--- src/rtl/pcw_palette_loader_if.sv ---
`default_nettype none
// ============================================================================
// pcw_palette_loader_if : data_io download byte stream toward the palette loader
// Revision: 1.0
// ============================================================================
interface pcw_palette_loader_if;
  logic        ioctl_download;
  logic [7:0]  ioctl_index;
  logic        ioctl_wr;
  logic [15:0] ioctl_addr;
  logic [7:0]  ioctl_data;

  modport master (
    output ioctl_download,
    output ioctl_index,
    output ioctl_wr,
    output ioctl_addr,
    output ioctl_data
  );

  modport slave (
    input ioctl_download,
    input ioctl_index,
    input ioctl_wr,
    input ioctl_addr,
    input ioctl_data
  );
endinterface
`default_nettype wire

--- src/rtl/pcw_palette_loader.sv ---
`default_nettype none
// ============================================================================
// pcw_palette_loader : stages a palette file from data_io and commits it in vblank
// Revision: 1.0
// ============================================================================
module pcw_palette_loader #(
  parameter logic [7:0]             PAL_INDEX   = 8'd3,
  parameter int                     PAL_BYTES   = 16,
  parameter logic [8*PAL_BYTES-1:0] PAL_DEFAULT = 128'h00000032cd320000ff00ffff00000000
) (
  input  wire logic                     clk_sys,
  input  wire logic                     reset_n,
  pcw_palette_loader_if.slave           bus,
  input  wire logic                     vblank,
  output logic [8*PAL_BYTES-1:0]        palette,
  output logic                          pal_loaded,
  output logic                          pal_error,
  output logic                          busy
);

  localparam int c_AW = (PAL_BYTES > 1) ? $clog2(PAL_BYTES) : 1;

  typedef enum logic [1:0] {
    ST_IDLE = 2'd0,
    ST_LOAD = 2'd1,
    ST_PEND = 2'd2
  } state_t;

  state_t                  r_state;
  state_t                  w_state_next;
  logic [7:0]              r_stage [PAL_BYTES];
  logic [PAL_BYTES-1:0]    r_mask;
  logic [8*PAL_BYTES-1:0]  w_stage_flat;
  logic                    w_start;
  logic                    w_addr_ok;
  logic                    w_byte_wr;
  logic                    w_complete;
  logic [c_AW-1:0]         w_slot;
  logic                    w_clear_mask;
  logic                    w_set_error;
  logic                    w_commit;

  assign w_start    = bus.ioctl_download && (bus.ioctl_index == PAL_INDEX);
  assign w_addr_ok  = bus.ioctl_addr < 16'(PAL_BYTES);
  assign w_slot     = bus.ioctl_addr[c_AW-1:0];
  assign w_complete = &r_mask;
  // Out-of-range bytes are dropped silently and never count toward completeness.
  assign w_byte_wr  = (r_state == ST_LOAD) && bus.ioctl_download && bus.ioctl_wr && w_addr_ok;

  genvar k;
  generate
    for (k = 0; k < PAL_BYTES; k++) begin : g_pack
      assign w_stage_flat[8*PAL_BYTES-1-8*k -: 8] = r_stage[k];
    end
  endgenerate

  always_ff @(posedge clk_sys or negedge reset_n) begin
    if (!reset_n) begin
      r_state <= ST_IDLE;
    end else begin
      r_state <= w_state_next;
    end
  end

  always_comb begin
    w_state_next = r_state;
    w_clear_mask = 1'b0;
    w_set_error  = 1'b0;
    w_commit     = 1'b0;
    case (r_state)
      ST_IDLE: begin
        if (w_start) begin
          w_state_next = ST_LOAD;
          w_clear_mask = 1'b1;
        end
      end
      ST_LOAD: begin
        if (!bus.ioctl_download) begin
          if (w_complete) begin
            w_state_next = ST_PEND;
          end else begin
            w_state_next = ST_IDLE;
            w_set_error  = 1'b1;
          end
        end
      end
      ST_PEND: begin
        // A fresh palette download supersedes the one still waiting for vblank.
        if (w_start) begin
          w_state_next = ST_LOAD;
          w_clear_mask = 1'b1;
        end else if (vblank) begin
          w_state_next = ST_IDLE;
          w_commit     = 1'b1;
        end
      end
      default: begin
        w_state_next = ST_IDLE;
      end
    endcase
  end

  always_ff @(posedge clk_sys or negedge reset_n) begin
    if (!reset_n) begin
      for (int i = 0; i < PAL_BYTES; i++) begin
        r_stage[i] <= 8'h00;
      end
      r_mask     <= '0;
      palette    <= PAL_DEFAULT;
      pal_loaded <= 1'b0;
      pal_error  <= 1'b0;
      busy       <= 1'b0;
    end else begin
      busy <= (w_state_next != ST_IDLE);
      if (w_clear_mask) begin
        r_mask    <= '0;
        pal_error <= 1'b0;
      end
      if (w_set_error) begin
        pal_error <= 1'b1;
      end
      if (w_byte_wr) begin
        r_stage[w_slot] <= bus.ioctl_data;
        r_mask[w_slot]  <= 1'b1;
      end
      if (w_commit) begin
        palette    <= w_stage_flat;
        pal_loaded <= 1'b1;
      end
    end
  end

endmodule
`default_nettype wire

--- src/flat_wrapper.sv ---
// flat-port wrapper written by rule: the top's interface ports become plain ports
module pcw_palette_loader_flat 
#(
  parameter logic [7:0]             PAL_INDEX   = 8'd3,
  parameter int                     PAL_BYTES   = 16,
  parameter logic [8*PAL_BYTES-1:0] PAL_DEFAULT = 128'h00000032cd320000ff00ffff00000000
)
  (clk_sys, reset_n, vblank, palette, pal_loaded, pal_error, busy, bus_ioctl_download, bus_ioctl_index, bus_ioctl_wr, bus_ioctl_addr, bus_ioctl_data);
  pcw_palette_loader_if bus_i ();
  input  wire logic clk_sys;
  input  wire logic reset_n;
  input  wire logic vblank;
  output logic [8*PAL_BYTES-1:0] palette;
  output logic pal_loaded;
  output logic pal_error;
  output logic busy;
  input wire logic [$bits(bus_i.ioctl_download)-1:0] bus_ioctl_download;
  input wire logic [$bits(bus_i.ioctl_index)-1:0] bus_ioctl_index;
  input wire logic [$bits(bus_i.ioctl_wr)-1:0] bus_ioctl_wr;
  input wire logic [$bits(bus_i.ioctl_addr)-1:0] bus_ioctl_addr;
  input wire logic [$bits(bus_i.ioctl_data)-1:0] bus_ioctl_data;
  assign bus_i.ioctl_download = bus_ioctl_download;
  assign bus_i.ioctl_index = bus_ioctl_index;
  assign bus_i.ioctl_wr = bus_ioctl_wr;
  assign bus_i.ioctl_addr = bus_ioctl_addr;
  assign bus_i.ioctl_data = bus_ioctl_data;
  pcw_palette_loader #(.PAL_INDEX(PAL_INDEX), .PAL_BYTES(PAL_BYTES), .PAL_DEFAULT(PAL_DEFAULT)) u_core (.clk_sys(clk_sys), .reset_n(reset_n), .bus(bus_i), .vblank(vblank), .palette(palette), .pal_loaded(pal_loaded), .pal_error(pal_error), .busy(busy));
endmodule
--- config.mk ---
export PLATFORM = sky130hd
export DESIGN_NAME = pcw_palette_loader_flat
export DESIGN_NICKNAME = d
export VERILOG_FILES = /design/src/rtl/pcw_palette_loader_if.sv /design/src/rtl/pcw_palette_loader.sv /design/src/flat_wrapper.sv
export SDC_FILE = /design/constraint.sdc
export NUM_CORES = 1
export LEC_CHECK = 0
export BUFFER_PORTS_ARGS = -buffer_cell sky130_fd_sc_hd__buf_2
export CORE_UTILIZATION = 61
export DETAILED_ROUTE_END_ITERATION = 16
export PLACE_DENSITY = 0.85
export RECOVER_POWER = 100
export SETUP_SLACK_MARGIN = 0.05
export SYNTH_ARGS = -nofsm -noshare
export SYNTH_HDL_FRONTEND = slang
export SYNTH_SLANG_ARGS = --single-unit
--- constraint.sdc ---
create_clock -name clk_sys -period 5.6 [get_ports clk_sys]
set_input_delay 1.12 -clock clk_sys [delete_from_list [all_inputs] [get_ports clk_sys]]
set_output_delay 1.12 -clock clk_sys [all_outputs]
set_load 0.02 [all_outputs]
==> flow_summary.rst <==
.. list-table::
   :header-rows: 1

   * - Metric
     - Value
   * - Result of the run
     - complete, but fails checks
   * - Failing checks
     - capacitance limit, slew limit
   * - Horizontal extent of the die
     - approximately 130 um
   * - Setup TNS Final
     - 0 ns
   * - CP startpoint kind
     - input port
   * - Count of cell types in the netlist
     - 34
   * - First-pass GRT wire length
     - ~36000 um
   * - Count of standard-cell rows
     - 48
   * - ANT cells
     - 0
   * - Vias after detailed routing
     - between 6000 and 7000
   * - Relative slew margins
     - -1.23
   * - Clock network power share
     - 0.468
   * - Cell Area, Synth
     - about 11000 um^2
   * - Clock-pin slew on the worst setup and hold paths
     - approximately 0.06 ns
   * - Final global-route overflow total
     - 0
   * - Via count of the first global-routing pass
     - around 6400
   * - Share of layout cells above drive strength 1
     - 0.414
   * - Boundary Pins
     - roughly 170
   * - Initial core utilization
     - 0.624
   * - Final hold violations
     - 0
   * - DP Worst Slack
     - just under 2 ns
   * - Count of routing violations after the opening detailed-route iteration
     - between 300 and 400
   * - Worst slew pin tran
     - between 3 and 4 ns
   * - Count of hold-fix buffers inserted at cts
     - 0
   * - Synthesized netlist net count
     - 676
   * - RSZ-0062 raised after global routing
     - false
   * - Port Buffer Count
     - 167
   * - Post-layout utilization of the core
     - 0.711
   * - Reg power frac
     - 0.509
   * - Global-route usage over all layers
     - 0.262
   * - Count of endpoints failing setup in the final report
     - 0
   * - Area Overhead vs Synth
     - 13.9%
   * - Pre-antenna DRT Iters
     - 4
   * - Instance count of the mapped netlist
     - 639
   * - Type of destination of the critical path
     - register
   * - Dpl cell area
     - 11800 um^2
   * - CP required
     - about 6.0 ns
   * - Gpl congestion
     - 0.799
   * - Reg2reg start
     - u_core.r_state[0]
   * - Period utilisation layout
     - 0.727
   * - Worst Hold Path Cells
     - 1
   * - Clock network latency to the later pin of the worst-skew pair
     - around 0.52 ns
   * - Power density of the placed cells
     - ~320 nW/um^2
   * - Number of clock sinks
     - about 280
   * - Flip-flop and latch count after synthesis
     - ~280
   * - Origin of the worst setup path
     - bus_ioctl_addr[7]
   * - Combinational fraction of design power
     - 0.022
   * - Switch share
     - 0.207
   * - Mean area per synthesized cell
     - around 17 um^2
   * - DRC viols
     - 0
   * - Number of cells on the worst reg-to-reg path
     - 4
   * - Worst Slack Setup Final
     - roughly 1.5 ns
   * - Cells resized by post-CTS repair
     - 0
   * - Core outline area
     - 17200 um^2
   * - Class of the worst hold path
     - register to register
   * - Crit path kind
     - input port to register
   * - Antenna violations before repair
     - 0
   * - Net Switching
     - slightly above 0.8 mW
   * - Maximum number of pins on one net before global-route repair
     - between 100 and 150
   * - Total clock buffers created by CTS
     - 27
   * - H-tree depth
     - 1
   * - Critical Path AT
     - 4.47 ns
   * - Internal reg-to-reg setup slack
     - around 2.2 ns
   * - Crit path time final
     - 4.07 ns
   * - Routed vias/inst
     - around 5.8
   * - Clock Path Buffers
     - 3
   * - Critical path fanouts, max
     - 12
   * - CP Capture Point
     - u_core.r_stage[100]
   * - Worst-case clock skew
     - between 0.01 and 0.015 ns
   * - Final net count
     - about 850
   * - Achievable Freq
     - about 250 MHz
   * - Detail Route Antenna Nets
     - 0
   * - Number of maximum-capacitance violations
     - 12
   * - Clock root buffer
     - clkbuf_16
   * - Number of buffers added for setup after CTS
     - 0
   * - Final hold slack
     - 0.472 ns
   * - Part of the Yosys area used for sequential elements
     - 0.648
   * - Worst reg2reg path endpoint
     - u_core.r_stage[100]
   * - P_leak
     - just over 6 nW
   * - Max Transition Viols Final
     - about 310
   * - Clock tree from TritonCTS
     - built
   * - DIE HEIGHT
     - 135 um
   * - Number of warnings reported in the yosys synthesis log
     - 0
   * - Total internal power
     - 3.12 mW
   * - Peak VDD IR
     - ~0.21 mV
   * - Routed wirelength normalized by instance count
     - around 22 um
   * - Area of all placed cells without fillers
     - around 12000 um^2
   * - Post-DP HPWL
     - approximately 14000 um
   * - Total wire length after detailed routing
     - 22900 um
   * - Die footprint
     - about 18000 um^2
-- how the worst min path moves through the flow --
| stage | start | slack (ns) | to |
|---|---|---|---|
| 2_1_floorplan | u_core.r_mask[0] | 0.44 | u_core.r_mask[0] |
| 3_3_place_gp | u_core.pal_loaded | 0.45 | u_core.pal_loaded |
| 3_5_place_dp | u_core.r_mask[4] | 0.46 | u_core.r_mask[4] |
| 4_1_cts | u_core.r_mask[4] | 0.47 | u_core.r_mask[4] |
| 5_1_grt | u_core.pal_loaded | 0.49 | u_core.pal_loaded |
| 6_report | u_core.pal_loaded | 0.47 | u_core.pal_loaded |
-- power by group through the flow --
stage,Sequential [mW],Combinational [mW],Clock [mW]
finish,2.00,0.0883,1.84
global route,2.00,0.0988,1.95
CTS,2.00,0.0962,1.87
detailed placement,2.04,0.0955,0
global placement,2.04,0.0910,0
floorplan,2.04,0.0177,0
-- per-layer routing --
layer	vias up	track usage	wire length, um
li1	2621	-	-
met1	3206	0.363	9480
met2	202	0.426	11400
met3	38	0.0462	1590
met4	0	0.0824	460
met5	-	0	0
-- through the flow --
step                power, mW  std cells
floorplan                2.06        639
global placement         2.13       1005
detailed placement       2.14       1005
CTS                      3.97       1054
global route             4.05       1054
finish                   3.94       1054
-- registers in the layout (all words and copies together), names as in the netlist --
signal,flops
u_core.r_stage,128
u_core.r_mask,16
u_core.pal_loaded,1
u_core.palette,128
u_core.pal_error,1
u_core.r_state,2
u_core.busy,1
-- cells in the mapped netlist (all sizes together) --
library cell	number	area [um^2]
or4b	2	23.8
a21o	12	90.1
dfstp	35	920
dfrtp	242	6060
nor2	7	26.3
nand2	13	48.8
inv	3	11.3
or2	1	6.26
nand2b	3	18.8
o21bai	1	7.51
nand4	5	31.3
nor2b	1	6.26
a21boi	1	7.51
o22ai	1	6.26
and3	1	6.26
and3b	1	8.76
nand4b	1	8.76
or4	2	22.5
clkbuf	11	41.3
buf	18	124
nand3	2	15.0
mux2	256	2970
nor3	3	30.0
nor4	12	210
nor4b	2	32.5
nor3b	1	7.51
a32o	2	20.0
-- cell families (layout without fill, tap and decap cells) --
| logic type | count (synthesis) | count (layout) | share of synthesized area |
|---|---|---|---|
| buffers and inverters | 32 | 222 | 0.0164 |
| flip-flops | 277 | 277 | 0.648 |
| AO/OA/AOI/OAI | 17 | 17 | 0.0122 |
| multiplexers | 256 | 256 | 0.276 |
| AND/OR/NAND/NOR | 57 | 57 | 0.0468 |
-- worst max-delay path, stage by stage --
cell and delay (ns):
buf_2 0.10, nor4_1 0.52, nand2_1 0.38, nor4b_1 1.88
mux2_2 0.46
-- placed cells by master, fill, tap and decap left out, drive strengths merged --
master | Yosys | final
a21boi | 1 | 1
nand4 | 5 | 5
clkbuf | 11 | 175
and3 | 1 | 1
buf | 18 | 37
mux2 | 256 | 256
a21o | 12 | 12
and3b | 1 | 1
or2 | 1 | 1
or4b | 2 | 2
o22ai | 1 | 1
nand2 | 13 | 13
clkinv | 0 | 2
nor2b | 1 | 1
nand4b | 1 | 1
nor3b | 1 | 1
nor4 | 12 | 12
nor3 | 3 | 3
nor2 | 7 | 7
nand2b | 3 | 3
inv | 3 | 3
o21bai | 1 | 1
clkinvlp | 0 | 3
or4 | 2 | 2
nand3 | 2 | 2
a32o | 2 | 2
dfstp | 35 | 35
bufinv | 0 | 2
nor4b | 2 | 2
dfrtp | 242 | 242
-- final cells by class --
| cell class | count | area, um^2 |
|---|---|---|
| Sequential cell | 277 | 6980 |
| Timing Repair Buffer | 170 | 704 |
| Tap cell | 225 | 282 |
| Fill cell | 1175 | 4980 |
| Multi-Input combinational cell | 330 | 3360 |
| Clock inverter | 7 | 104 |
| Inverter | 3 | 11.3 |
| Clock buffer | 42 | 822 |
No activity file was read; power rests on OpenSTA's default activity.
